==> config.mk <==
export PLATFORM = sky130hd
export DESIGN_NAME = pe_array_sched
export DESIGN_NICKNAME = d
export VERILOG_FILES = /design/src/rtl/pe_array_pkg.sv /design/src/rtl/pe_alu.sv /design/src/rtl/pe_array_sched.sv
export SDC_FILE = /design/constraint.sdc
export NUM_CORES = 1
export LEC_CHECK = 0
export CAP_MARGIN = 25
export CORE_MARGIN = 8
export CORE_UTILIZATION = 30
export CTS_CLUSTER_SIZE = 40
export DETAILED_ROUTE_END_ITERATION = 16
export GPL_TIMING_DRIVEN = 0
export HOLD_SLACK_MARGIN = 0.03
export SYNTH_ARGS = -nofsm -noshare
export SYNTH_HDL_FRONTEND = slang
export SYNTH_HIERARCHICAL = 1
export SYNTH_SLANG_ARGS = --single-unit
==> constraint.sdc <==
create_clock -name clock -period 3.2 [get_ports clock]
set_clock_uncertainty 0.05 [all_clocks]
set_input_delay 0.64 -clock clock [delete_from_list [all_inputs] [get_ports clock]]
set_output_delay 0.64 -clock clock [all_outputs]
set_load 0.05 [all_outputs]
==> src/rtl/pe_array_pkg.sv <==
// Shared types and instruction field layout for the PE array scheduler.
package pe_array_pkg;

   typedef enum logic [1:0] {
      ADD     = 2'b00,
      SUB     = 2'b01,
      AND     = 2'b10,
      XOR_MUL = 2'b11
   } alu_op_t;

   typedef enum logic {
      FILL = 1'b0,
      DONE = 1'b1
   } sched_state_t;

   localparam int ALU_OP_LSB   = 0;
   localparam int ALU_OP_W     = 2;
   localparam int USE_IMM1_BIT = 2;
   localparam int USE_IMM0_BIT = 3;
   localparam int OP1_LSB      = 4;

   function automatic int op0_lsb(input int data_w);
      return data_w + 4;
   endfunction

   function automatic int instr_width(input int data_w);
      return 2 * data_w + 4;
   endfunction

endpackage

==> src/rtl/pe_alu.sv <==
// Combinational PE arithmetic unit; results wrap modulo 2^DATA_W.
// Build option PE_ARRAY_MUL_EN turns alu_op XOR_MUL into a multiply.
module pe_alu
   import pe_array_pkg::*;
#(
   parameter int DATA_W = 4
) (
   input  alu_op_t           alu_op,
   input  logic [DATA_W-1:0] op0,
   input  logic [DATA_W-1:0] op1,
   output logic [DATA_W-1:0] y
);

   always_comb begin
      y = '0;
      case (alu_op)
         ADD:     y = op0 + op1;
         SUB:     y = op0 - op1;
         AND:     y = op0 & op1;
`ifdef PE_ARRAY_MUL_EN
         XOR_MUL: y = op0 * op1;
`else
         XOR_MUL: y = op0 ^ op1;
`endif
         default: y = '0;
      endcase
   end

endmodule

==> src/rtl/pe_array_sched.sv <==
// PE array scheduler: places each instruction in the next PE slot, checks operand
// dataflow, and hands the final result out over a valid/ready port.
module pe_array_sched
   import pe_array_pkg::*;
#(
   parameter int NUM_PE = 4,
   parameter int DATA_W = 4,
   localparam int SEL_W   = $clog2(NUM_PE),
   localparam int INSTR_W = 2 * DATA_W + 4
) (
   input  logic                     clock,
   input  logic                     reset,
   input  logic [INSTR_W-1:0]       instr,
   input  logic                     instr_valid,
   input  logic                     instr_last,
   output logic                     instr_ready,
   output logic                     instr_fault,
   output logic [SEL_W-1:0]         slot,
   output logic [NUM_PE*DATA_W-1:0] pe_out,
   output logic [DATA_W-1:0]        result,
   output logic                     result_valid,
   input  logic                     result_ready
);

   localparam int OP0_LSB = op0_lsb(DATA_W);

   sched_state_t state, next_state;

   logic [NUM_PE-1:0][DATA_W-1:0] pe_reg;
   logic [DATA_W-1:0] op0_field, op1_field, op0, op1, alu_y;
   logic              use_imm0, use_imm1, op0_ok, op1_ok, legal, accept, finish;
   alu_op_t           alu_op;

   assign op0_field = instr[OP0_LSB +: DATA_W];
   assign op1_field = instr[OP1_LSB +: DATA_W];
   assign use_imm0  = instr[USE_IMM0_BIT];
   assign use_imm1  = instr[USE_IMM1_BIT];
   assign alu_op    = alu_op_t'(instr[ALU_OP_LSB +: ALU_OP_W]);

   // Comparing the whole field against slot also rejects nonzero upper bits.
   assign op0_ok = use_imm0 || (op0_field < DATA_W'(slot));
   assign op1_ok = use_imm1 || (op1_field < DATA_W'(slot));
   assign legal  = op0_ok && op1_ok;

   assign op0 = use_imm0 ? op0_field : pe_reg[op0_field[SEL_W-1:0]];
   assign op1 = use_imm1 ? op1_field : pe_reg[op1_field[SEL_W-1:0]];

   assign accept = instr_valid && instr_ready;
   assign finish = instr_last || (slot == SEL_W'(NUM_PE - 1));
   assign pe_out = pe_reg;

   pe_alu #(.DATA_W(DATA_W)) u_alu (
      .alu_op (alu_op),
      .op0    (op0),
      .op1    (op1),
      .y      (alu_y)
   );

   always_ff @(posedge clock or posedge reset) begin
      if (reset) state <= FILL;
      else       state <= next_state;
   end

   always_comb begin
      next_state  = state;
      instr_ready = 1'b0;
      case (state)
         FILL: begin
            instr_ready = 1'b1;
            if (accept && legal && finish) next_state = DONE;
         end
         DONE: begin
            if (result_ready) next_state = FILL;
         end
         default: next_state = FILL;
      endcase
   end

   always_ff @(posedge clock or posedge reset) begin
      if (reset) begin
         slot         <= '0;
         pe_reg       <= '0;
         result       <= '0;
         result_valid <= 1'b0;
         instr_fault  <= 1'b0;
      end else begin
         instr_fault <= accept && !legal;
         if (state == DONE) begin
            if (result_ready) begin
               result_valid <= 1'b0;
               pe_reg       <= '0;
            end
         end else if (accept) begin
            if (!legal) begin
               pe_reg <= '0;
               slot   <= '0;
            end else begin
               pe_reg[slot] <= alu_y;
               if (finish) begin
                  result       <= alu_y;
                  result_valid <= 1'b1;
                  slot         <= '0;
               end else begin
                  slot <= slot + 1'b1;
               end
            end
         end
      end
   end

endmodule
---- Word level (Yosys, flattened, before mapping) ----
Cells that the tools add are included.
storage, ports and cells
  word-level logic and storage cells ...... 69
  register bits after elaboration ......... 25
  input bits .............................. 17
  output and inout bits ................... 25
cells by class
  mux-type cells .......................... 25
  reduce and logical (&&, ||, !) cells .... 18
  bitwise gates (word level) .............. 3
  equality and inequality tests ........... 5
  magnitude comparators ................... 6
  $add $sub $neg .......................... 3
operators by type and width
  operator                                                                             number
  16-bit two-way mux                                                                   4
  4-bit two-way mux                                                                    5
  4-bit binary-select mux with 2-bit select                                            2
  16-bit bitwise mux                                                                   1
  4-bit one-hot mux with 4 select lines                                                1
  2-bit by 3-bit < comparator with 1-bit output, second input constant                 3
  4-bit demux with 2-bit select                                                        1
  4-bit by 2-bit < comparator with 1-bit output                                        2
  1-bit two-way mux                                                                    8
  4-bit AND reduction                                                                  2
  2-bit equality test, second input constant                                           3
  1-bit logical AND                                                                    6
  2-bit nonzero test                                                                   3
  4-bit adder                                                                          1
  4-bit bitwise AND                                                                    1
  2-bit two-way mux                                                                    2
  2-bit AND reduction                                                                  2
  4-bit subtractor                                                                     1
  4-bit bitwise XOR                                                                    1
  1-bit logical OR                                                                     3
  2-bit by 1-bit adder with 2-bit output, second input constant                        1
  2-bit by 1-bit equality test with 1-bit output, second input constant                1
  2-bit by 1-bit greater-or-equal comparator with 1-bit output, second input constant  1
  2-bit zero test                                                                      1
  4 further kinds                                                                      4

---- Depth between registers and ports, before layout ----
  depth after elaboration ................. 9
  gate-level depth with buffers ........... 13
  gate-level depth less buffers ........... 12

---- Cells and area by module ----
The synthesis kept the hierarchy.
by module, submodules not included
  module          sequential area each (µm²)  instances  area an instance (µm²)  cells an instance
  pe_array_sched  625.6                       1          1425.1                  123
  pe_alu          0.0                         1          320.3                   39

---- Least setup slack after synthesis ----
Ideal clock, no wire load.
  kind .................................... in2reg
  start ................................... input port instr[5]
  end ..................................... register pe_reg (netlist bit pe_out[3])
  arrival time ............................ 3.153 ns
  buffers on the path ..................... 1
  cell stages on the path ................. 13
  setup slack ............................. -0.071 ns
  path through ............................ clkbuf_1 mux2_2 a21oi_1 a31oi_1 inv_1 ha_1 mux2i_1 ha_1 nor2b_1 o21a_1 a2111oi_0 nand3b_1 a32o_1
on the way
  word-level cells in the longest chain between the ends .. 9
  elaborated cells on any way between the ends .. 15
  those cells by class .................... 2 x add/sub; 1 x order compare; 8 x mux; 2 x bitwise; 2 x reduce/logical
ends and longest elaborated chain
  what                                             RTL line                    source
  start, declared                                  pe_array_sched.sv:13        input logic [INSTR_W-1:0] instr,
  4-bit binary-select mux with 2-bit select *      pe_array_sched.sv:46        assign op1 = use_imm1 ? op1_field : pe_reg[op1_field[SEL_W-1:0]];
  4-bit two-way mux (implied by the code) *        pe_array_sched.sv:46
  4-bit two-way mux *                              pe_array_sched.sv:46
  named net op1[0]                                 pe_array_sched.sv:30        logic [DATA_W-1:0] op0_field, op1_field, op0, op1, alu_y;
  4-bit subtractor or 4-bit adder (tied branches)  pe_alu.sv:18, pe_alu.sv:17
  4-bit one-hot mux with 4 select lines *          pe_alu.sv:16                case (alu_op)
  named net alu_y[3]                               pe_array_sched.sv:30
  16-bit bitwise mux *                             pe_array_sched.sv:98        pe_reg[slot] <= alu_y;
  16-bit two-way mux *                             pe_array_sched.sv:94        if (!legal) begin
  16-bit two-way mux *                             pe_array_sched.sv:93        end else if (accept) begin
  16-bit two-way mux *                             pe_array_sched.sv:88        if (state == DONE) begin
  end signal, assigned by index                    pe_array_sched.sv:98
  end, declared                                    pe_array_sched.sv:29        logic [NUM_PE-1:0][DATA_W-1:0] pe_reg;
Mark *: on every way through the listed nets, which the timed path passes. The rest lies on a longest branch. The select of a mux whose other input is x is not followed.
A chain may end at the register's enable or synchronous reset.

---- Worst setup path in the final report ----
  start ................................... input port instr[2]
  end ..................................... register result[3]
on the way
  word-level cells in the longest chain between the ends .. 3
  elaborated cells on any way between the ends .. 9
  those cells by class .................... 2 x add/sub; 2 x mux; 2 x bitwise; 3 x reduce/logical
ends and longest elaborated chain
  what                                             RTL line                    source
  4-bit two-way mux *                              pe_array_sched.sv:46
  named net op1[1]                                 pe_array_sched.sv:30
  4-bit subtractor or 4-bit adder (tied branches)  pe_alu.sv:18, pe_alu.sv:17
  4-bit one-hot mux with 4 select lines *          pe_alu.sv:16
  named net alu_y[3]                               pe_array_sched.sv:30
  end signal, assigned                             pe_array_sched.sv:100       result <= alu_y;
  end, declared                                    pe_array_sched.sv:20        output logic [DATA_W-1:0] result,
Mark *: on every way through the listed nets, which the timed path passes. The rest lies on a longest branch.

==> results.toml <==
[status]
status = "completed"

[synthesis]
yosys_warnings = 6
synthCells = 162
synth_top_area_share_pct = 35.8
syn_area_um2 = 1750
synth_largest_area_cell = "dfrtp_1"
ys_types = 37
ys_seq_area_share_pct = 35.8
synth_nets = 194
synth_top_cells_by_area = "dfrtp_1, ha_1, a32o_1"
syn_avg_cell_area_um2 = 10.8
ys_ff_latch = 25

[layout]
layout_commonest_cell = "clkdlybuf4s50_1"
final_cell_mix = "clkdlybuf4s50_1, dfrtp_1, nand2_1"
fin_area_um2 = 2410
n_fill_cell = 557
diodes = 0
nets = 242
drive_above_1_share_pct = 22.0
utilization_pct = 43.2
fin_cells = 281
area_growth_pct = 37.9

[placed_design]
gp_congestion = 0.779
hpwl_um = 3900
portBuffers = 38
pre_cts_slack_ps = -912
place_area_um2 = 2230
dp.cells = 272

[drt]
wl_per_cell_um = 17.8
dr.first_iter.drc_count = 85
routed_via_density = 5.31
dr.pass1.iters = 4
vias = 1492
drc = 0
ant_nets = 0
totalWireLength_um = 4990

[global_routing]
grt_pass1_vias = 1536
grtUsageTotal_pct = 11.9
antenna_found_initial = 0
grt_pass1_wl_um = 8200
grt-ovfl-total = 0
grt_max_degree = 26

[clock_network]
hold_buffers = 0
clk_pin_slew_worst_paths_ps = 90
cts_buffer_depth = 2
cts_tree = "built"
clockRootBuffer = "clkbuf_8"
insertion_delay_ps = 270
htree_levels = 1
clock_sinks = 25
numCtsBuffers = 3

[critical_path]
crit_type = "in2reg"
slowest_delay_ps = 350
worstPathMaxFanout = 6
critPathTopFamily = "compound AO/OA/AOI/OAI gates"
crit_path_end_kind = "flop"
crit_chain = "dlygate4sd2_1 -> clkinv_4 -> a21oi_4 -> a31oi_4 -> inv_1 -> ha_1 -> mux2i_2 -> ha_1 -> nor2b_1 -> o21a_1 -> o2111ai_2 -> nand3b_1 -> mux2_4"
cpMostUsedCell = "ha_1"
crit_slowest_cell = "mux2_4"
cp_num_buf_inv = 3
worst-endpoint-required_ps = 3310
start_kind = "input port"
r2r_slack_ps = 210
crit_arrival_ps = 3220

[floorplanning]
start_util_pct = 31.3
coreArea_um2 = 5570
io_pins = 42
die_height_um = 92.3
die-area_um2 = 8510
fp.dieW_um = 92.3
rows = 27

[timing]
period_share_pct = 97.2
timing.fmax_mhz = 322
holdWs_ps = 468
drv_slew = 0
tightest_slew_ps = 935
period_needed_ps = 3110
finalHoldViolCount = 0
setup_violations = 0
layout_setup_ws_ps = 90.2
setup_tns_ps = 0
slew_headroom_pct = 37.6

[power]
fin_total_pwr_mw = 1.01
power_density_nw_per_um2 = 421
ir_worst_vdd_mv = 0.249
p_leak_nw = 1.04

[run]
drv_cap = 0

[min_path]
hp-class = "reg2reg"
## state kept, by name, indices dropped and copies added, names as in the netlist
signal	cells
pe_out	16
slot	2
state	1
result_valid	1
instr_fault	1
result	4
## final timing paths
path,startpoint,end,cells past startpoint
setup / recovery,instr[2],result[3],13
max in group asynchronous,reset,pe_out[12],2
hold reg to reg,result[3],result[3],1
min in group asynchronous,reset,result[3],2
hold / removal,result[3],result[3],1
setup reg to reg,pe_out[1],result[3],12
## cells in the mapped netlist, drive strengths merged
cell,instances
a2111o,2
a2111oi,1
fa,1
buf,4
a32o,11
o211ai,1
nand2b,3
o21a,1
o31a,1
o21ai,9
a21boi,1
nand2,21
clkbuf,2
nor2b,2
a21oi,7
clkinv,2
dfrtp,25
mux4,4
mux2i,7
or3,1
inv,10
ha,14
xnor2,2
nand3b,1
nor2,6
nor3,1
a31oi,4
mux2,8
a22o,6
a221oi,1
o2111ai,1
xor2,1
a221o,1
## what timing repair did
action / in CTS / in global routing
resized for setup: 20 / 9
endpoints found under the setup margin: 15 / 11
buffers inserted: 3 / 4
pin swaps: 4 / 5
## final cells by class
type | instances | area, um2 | area share [%]
plain buffers | 4 | 33.8 | 1.40
clock buffers | 3 | 41.3 | 1.72
clock inverters | 1 | 5.00 | 0.208
inverters | 12 | 53.8 | 2.23
multi-input cells | 119 | 1130 | 47.0
flip-flops and latches | 25 | 626 | 26.0
well taps | 72 | 90.1 | 3.74
repair buffers | 45 | 425 | 17.7
## worst register-to-register path, stage by stage (launching register included)
cell and delay, ps:
dfrtp_1 430, mux2_4 300, a21oi_4 170, a31oi_4 60, inv_1 70, ha_1 230, mux2i_2 190, ha_1 260
nor2b_1 130, o21a_1 210, o2111ai_2 170, nand3b_1 260, mux2_4 350
## where the power goes
group / internal [mW] / switching [mW] / leakage, nW
clock network: 0.0871 / 0.0977 / 0.0255
registers: 0.349 / 0.0271 / 0.336
logic: 0.180 / 0.271 / 0.680
## logic make-up after synthesis
kind of cell / after synthesis / share of synthesized area, %
flip-flops: 25 / 35.8
adder cells (fa/ha/maj): 15 / 11.2
XOR/XNOR: 3 / 1.51
buffers and inverters: 18 / 4.59
AND/OR/NAND/NOR: 35 / 9.10
multiplexers: 19 / 15.2
AO/OA/AOI/OAI: 47 / 22.6
## layer usage
| metal | vias up | wire (um) | GRT usage (%) |
|---|---|---|---|
| li1 | 703 | - | - |
| met1 | 748 | 2320 | 16.1 |
| met2 | 35 | 2300 | 18.4 |
| met3 | 6 | 301 | 2.93 |
| met4 | 0 | 68 | 3.49 |
| met5 | - | 0 | 0 |
No activity file was read; power rests on OpenSTA's default activity.
